### src/rtl/multi_timer.sv
// multi_timer: CHANNELS up/down timers with shared W1C status and a registered irq.
// Build option MULTI_TIMER_PRESCALE_EN adds a global PRESCALE register and tick divider.
module multi_timer_chan #(
  parameter int WIDTH = 32
) (
  input  logic             clk,
  input  logic             reset,
  input  logic [31:0]      data_in,
  input  logic             we_count,
  input  logic             we_reload,
  input  logic             we_compare,
  input  logic             we_config,
  input  logic             tick,
  output logic [WIDTH-1:0] count,
  output logic [WIDTH-1:0] reload,
  output logic [WIDTH-1:0] compare,
  output logic [4:0]       cfg,
  output logic             tp_set,
  output logic             cp_set
);
  logic [WIDTH-1:0] count_q, count_d, reload_q, reload_d, compare_q, compare_d;
  logic [4:0]       cfg_q, cfg_d;
  logic             step, term, up;

  always_comb begin
    count_d   = count_q;
    reload_d  = reload_q;
    compare_d = compare_q;
    cfg_d     = cfg_q;
    tp_set    = 1'b0;
    cp_set    = 1'b0;
    up        = cfg_q[1];
    // A COUNT write suppresses the tick entirely, including its events.
    step      = cfg_q[0] & tick & ~we_count;
    term      = up ? (&count_q) : (count_q == '0);
    if (step) begin
      cp_set = (count_q == compare_q);
      if (term) begin
        tp_set  = 1'b1;
        count_d = cfg_q[3] ? reload_q : (up ? '0 : '1);
        if (cfg_q[4]) cfg_d[0] = 1'b0;
      end else begin
        count_d = up ? count_q + WIDTH'(1) : count_q - WIDTH'(1);
      end
    end
    if (we_count)   count_d   = data_in[WIDTH-1:0];
    if (we_reload)  reload_d  = data_in[WIDTH-1:0];
    if (we_compare) compare_d = data_in[WIDTH-1:0];
    if (we_config)  cfg_d     = data_in[4:0];
  end

  always_ff @(posedge clk) begin
    if (reset) begin
      count_q   <= '0;
      reload_q  <= '0;
      compare_q <= '0;
      cfg_q     <= '0;
    end else begin
      count_q   <= count_d;
      reload_q  <= reload_d;
      compare_q <= compare_d;
      cfg_q     <= cfg_d;
    end
  end

  assign count   = count_q;
  assign reload  = reload_q;
  assign compare = compare_q;
  assign cfg     = cfg_q;
endmodule

module multi_timer #(
  parameter int CHANNELS       = 4,
  parameter int WIDTH          = 32,
  parameter int PRESCALE_WIDTH = 8,
  parameter int REGS           = 4*CHANNELS+2
) (
  input  logic                 clk,
  input  logic                 reset,
  input  logic [31:0]          data_in,
  input  logic [REGS-1:0]      write_en,
  output logic [REGS-1:0][31:0] data_out,
  output logic                 irq_out
);
  localparam int STATUS_IDX = 4*CHANNELS;
  localparam int PRESC_IDX  = 4*CHANNELS+1;

  logic [CHANNELS-1:0][WIDTH-1:0] ch_count, ch_reload, ch_compare;
  logic [CHANNELS-1:0][4:0]       ch_cfg;
  logic [CHANNELS-1:0]            tp_set, cp_set, ire;
  logic [CHANNELS-1:0]            tp_q, tp_d, cp_q, cp_d;
  logic                           irq_q, irq_d, tick;
  logic [31:0]                    status_w, presc_w;

`ifdef MULTI_TIMER_PRESCALE_EN
  logic [PRESCALE_WIDTH-1:0] presc_q, presc_d, pcnt_q, pcnt_d;

  always_comb begin
    tick    = (pcnt_q == presc_q);
    presc_d = presc_q;
    pcnt_d  = tick ? '0 : pcnt_q + PRESCALE_WIDTH'(1);
    // A PRESCALE write restarts the period from zero.
    if (write_en[PRESC_IDX]) begin
      presc_d = data_in[PRESCALE_WIDTH-1:0];
      pcnt_d  = '0;
    end
    presc_w = 32'(presc_q);
  end

  always_ff @(posedge clk) begin
    if (reset) begin
      presc_q <= '0;
      pcnt_q  <= '0;
    end else begin
      presc_q <= presc_d;
      pcnt_q  <= pcnt_d;
    end
  end
`else
  logic unused_presc_we;
  assign unused_presc_we = write_en[PRESC_IDX];
  assign tick            = 1'b1;
  assign presc_w         = '0;
`endif

  for (genvar n = 0; n < CHANNELS; n++) begin : g_ch
    multi_timer_chan #(.WIDTH(WIDTH)) u_ch (
      .clk        (clk),
      .reset      (reset),
      .data_in    (data_in),
      .we_count   (write_en[4*n]),
      .we_reload  (write_en[4*n+1]),
      .we_compare (write_en[4*n+2]),
      .we_config  (write_en[4*n+3]),
      .tick       (tick),
      .count      (ch_count[n]),
      .reload     (ch_reload[n]),
      .compare    (ch_compare[n]),
      .cfg        (ch_cfg[n]),
      .tp_set     (tp_set[n]),
      .cp_set     (cp_set[n])
    );
    assign ire[n] = ch_cfg[n][2];
  end

  always_comb begin
    tp_d = tp_q;
    cp_d = cp_q;
    if (write_en[STATUS_IDX]) begin
      tp_d = tp_d & ~data_in[CHANNELS-1:0];
      cp_d = cp_d & ~data_in[16 +: CHANNELS];
    end
    // Hardware sets are applied last so they win over a same-cycle clear.
    tp_d  = tp_d | tp_set;
    cp_d  = cp_d | cp_set;
    irq_d = |((tp_q | cp_q) & ire);
  end

  always_ff @(posedge clk) begin
    if (reset) begin
      tp_q  <= '0;
      cp_q  <= '0;
      irq_q <= 1'b0;
    end else begin
      tp_q  <= tp_d;
      cp_q  <= cp_d;
      irq_q <= irq_d;
    end
  end

  always_comb begin
    status_w                  = '0;
    status_w[CHANNELS-1:0]    = tp_q;
    status_w[16 +: CHANNELS]  = cp_q;
    data_out                  = '0;
    for (int n = 0; n < CHANNELS; n++) begin
      data_out[4*n]   = 32'(ch_count[n]);
      data_out[4*n+1] = 32'(ch_reload[n]);
      data_out[4*n+2] = 32'(ch_compare[n]);
      data_out[4*n+3] = 32'(ch_cfg[n]);
    end
    data_out[STATUS_IDX] = status_w;
    data_out[PRESC_IDX]  = presc_w;
  end

  assign irq_out = irq_q;
endmodule

### config.mk
export PLATFORM = sky130hd
export DESIGN_NAME = multi_timer
export DESIGN_NICKNAME = d
export VERILOG_FILES = /design/src/rtl/multi_timer.sv
export SDC_FILE = /design/constraint.sdc
export NUM_CORES = 1
export LEC_CHECK = 0
export BUFFER_PORTS_ARGS = -buffer_cell sky130_fd_sc_hd__buf_2
export CAP_MARGIN = 20
export CORE_AREA = 2 2 244 246
export DETAILED_ROUTE_END_ITERATION = 8
export DIE_AREA = 0 0 246 248
export MAX_ROUTING_LAYER = met4
export PLACE_DENSITY = 0.8
export SYNTH_ARGS = -nofsm -noshare
export SYNTH_HDL_FRONTEND = slang
export SYNTH_HIERARCHICAL = 1
export SYNTH_SLANG_ARGS = --single-unit
### constraint.sdc
create_clock -name clk -period 3.6 [get_ports clk]
set_input_delay 0.36 -clock clk [delete_from_list [all_inputs] [get_ports clk]]
set_output_delay 0.36 -clock clk [all_outputs]
set_load 0.05 [all_outputs]
==> results_dict.tcl <==
set metrics [dict create \
    finalHoldViolCount 0 \
    cts-buffers-inserted 47 \
    ys_warn_count 6 \
    clk_pin_slew_ns 0.06 \
    final_cell_area_mm2 0.0314 \
    whs_ns 0.175 \
    grt_pass1_wl_mm 156 \
    gp_congestion 1.02 \
    ctsResizeCount 0 \
    worst_setup_path_start_kind "flip-flop" \
    row_count 89 \
    cts_tree "built" \
    dp_hpwl_mm 76.7 \
    die_area_mm2 0.0610 \
    diodes 0 \
    postSynthAreaPerCell_um2 8.08 \
    initial_core_util_pct 46.7 \
    arrival_ns 3.69 \
    static-leakage-power_nw 15.0 \
    rsz0062_at_grt "false" \
    pre_cts_slack_ns 0.356 \
    holdBufCountCts 0 \
    die_h_um 248 \
    setup_viol 0 \
    portBuffers 463 \
    status "finished clean" \
    fin_crit_ns 3.25 \
    tightestPinTransition_ns 1.29 \
    io_pins 629 \
    cp_top_family "compound AO/OA/AOI/OAI gates" \
    clockRootBuffer "clkbuf_16" \
    cp-end-kind "flip-flop" \
    syn-cell-area_mm2 0.0273 \
    ys.flop_type "dfxtp_1" \
    period_share_pct 90.4 \
    drt-initial-drc-count 3214 \
    dr.pass1.iters 6 \
    instances_no_fill 4584 \
    slowest_delay_ns 0.42 \
    grtUsageTotal_pct 34.5 \
    vdd_drop_max_mv 0.380 \
    grt_pass1_vias 24494 \
    detail-route-antenna-nets 0 \
    cts_sinks 413 \
    dp.cells 4499 \
    mostFrequentLayoutCells "494 x nor2_1, 462 x buf_2, 410 x dfxtp_1" \
    drc 0 \
    path_buf_inv 2 \
    antenna_found_initial 1 \
    cts_max_level 2 \
    grt_max_degree 139 \
    vias 27745 \
    insertion_delay_ns 0.58 \
    hold_path_class "input port to flip-flop" \
    dpl_cell_area_mm2 0.0298 \
    fin_tns_setup_ns 0 \
    wire_per_inst_um 23.6 \
    power_density_mw_per_mm2 502 \
    synth-async-reset-ratio_pct 0 \
    detail_route.vias_per_cell 6.05 \
    fin_skew_ns 0.0141 \
    required_ns 4.04 \
    post_cts_buffers 0 \
    core-area_mm2 0.0585 \
    die_w_um 246 \
    syn_inst 3380 \
    critPathKind "flip-flop to flip-flop" \
    cp_max_fo 9 \
    maxSlewViolCount 0 \
    crit_chain "inv_1 > buf_4 > ha_1 > a21o_1 > a22o_1 > a31oi_1 > a211oi_1 > nor3_1 > nor2_1 > a221oi_1 > xor2_1 > o22ai_1" \
    synth_edf_count 0 \
    fin_nets 3951 \
    critPathSlowestCell "a221oi_1" \
    clock.fmax_ghz 0.307 \
    ys_seq_area_share_pct 30.3 \
    ys_seq_elements 413 \
    slew_headroom_pct 12.9 \
    final_common_cell "nor2_1" \
    area_growth_pct 14.9 \
    synthDistinctLibCells 72 \
    setup_slack_ns 0.346 \
    drive_gt1_share_pct 17.3 \
    overflow 0 \
    clockBufferDepth 3 \
    routed_wl_mm 108 \
    cap_violations 0 \
]
[final timing paths]
path,startpoint,endpoint,slack (ns),cells past startpoint
min,write_en[15],g_ch[3].u_ch/cfg[2]$_SDFFE_PP0P_,0.18,3
max,g_ch[2].u_ch/cfg[1]$_SDFFE_PP0P_,g_ch[2].u_ch/count[27]$_SDFFE_PP0P_,0.35,12
min reg2reg,g_ch[1].u_ch/cfg[2]$_SDFFE_PP0P_,g_ch[1].u_ch/cfg[2]$_SDFFE_PP0P_,0.51,2
max reg2reg,g_ch[2].u_ch/cfg[1]$_SDFFE_PP0P_,g_ch[2].u_ch/count[27]$_SDFFE_PP0P_,0.35,12
[through the flow]
step           util (%)  power [W]
5_1_grt            53.7     0.0163
3_3_place_gp       50.9     0.0106
2_1_floorplan         -    0.00937
3_5_place_dp       50.9     0.0106
6_report           53.7     0.0157
4_1_cts            53.7     0.0157
[cell usage after synthesis (all sizes together), types with 12 or more instances]
master | instances | share of area, %
a2111oi | 15 | 0.48
a211oi | 43 | 1.2
a21boi | 13 | 0.36
a21o | 117 | 3.2
a21oi | 353 | 6.5
a221oi | 43 | 1.4
a22oi | 16 | 0.44
a31oi | 25 | 0.57
and3 | 21 | 0.48
buf | 231 | 5.7
clkbuf | 129 | 1.8
dfxtp | 413 | 30
ha | 120 | 5.5
inv | 53 | 0.73
mux2i | 280 | 10
nand2 | 201 | 2.8
nand2b | 16 | 0.37
nand3 | 48 | 0.88
nand4 | 75 | 1.7
nor2 | 497 | 6.8
nor2b | 36 | 0.83
nor3 | 47 | 0.93
nor4 | 46 | 1.1
o211ai | 31 | 0.85
o21a | 12 | 0.33
o21ai | 104 | 2.1
o21bai | 17 | 0.47
o22ai | 30 | 0.69
o31ai | 17 | 0.52
or3 | 16 | 0.37
xnor2 | 149 | 4.8
xor2 | 74 | 2.4
[layout make-up]
cell class	count	area, um2
fill	5511	27100
multi-input combinational	2724	17400
sequential	413	8270
timing repair buffer	536	2900
clock buffer	65	1370
tap	773	967
clock inverter	20	240
inverter	53	199
[state kept, by name, indices dropped and copies added, names as in the netlist]
register	cells
g_ch.u_ch/compare	128
g_ch.u_ch/count	128
g_ch.u_ch/reload	128
g_ch.u_ch/cfg	20
cp_q	4
tp_q	4
irq_out	1
[report_power, final]
part           internal [W]  switching [W]
logic               0.00166        0.00371
registers           0.00486       0.000456
clock network       0.00301        0.00206
[routing by layer]
| layer | wire length, um | vias to the layer above | GRT usage (%) |
|---|---|---|---|
| met3 | 12200 | 347 | 6.30 |
| met2 | 45900 | 1834 | 49.8 |
| met5 | 0 | - | - |
| met4 | 6510 | 0 | 18.2 |
| li1 | - | 12581 | - |
| met1 | 43400 | 12983 | 45.7 |
[tightest hold or removal path, delay by kind of cell]
family | cells | cell delay, ns
multiplexers | 1 | 0.10
buffers and inverters | 1 | 0.18
AND/OR/NAND/NOR | 1 | 0.07
[cells by family (layout without fill, tap and decap cells)]
| family | count (synthesis) | count (layout) | synth area share (%) |
|---|---|---|---|
| compound gates | 887 | 887 | 21.0 |
| xor+xnor | 223 | 223 | 7.15 |
| fa+ha+maj | 124 | 124 | 5.79 |
| buf+inv | 413 | 674 | 8.24 |
| flops | 413 | 413 | 30.3 |
| mux | 284 | 284 | 10.4 |
| other cells | 2 | 172 | 0.0275 |
| simple gates | 1034 | 1034 | 17.1 |
(Power assumes the default switching activity.)
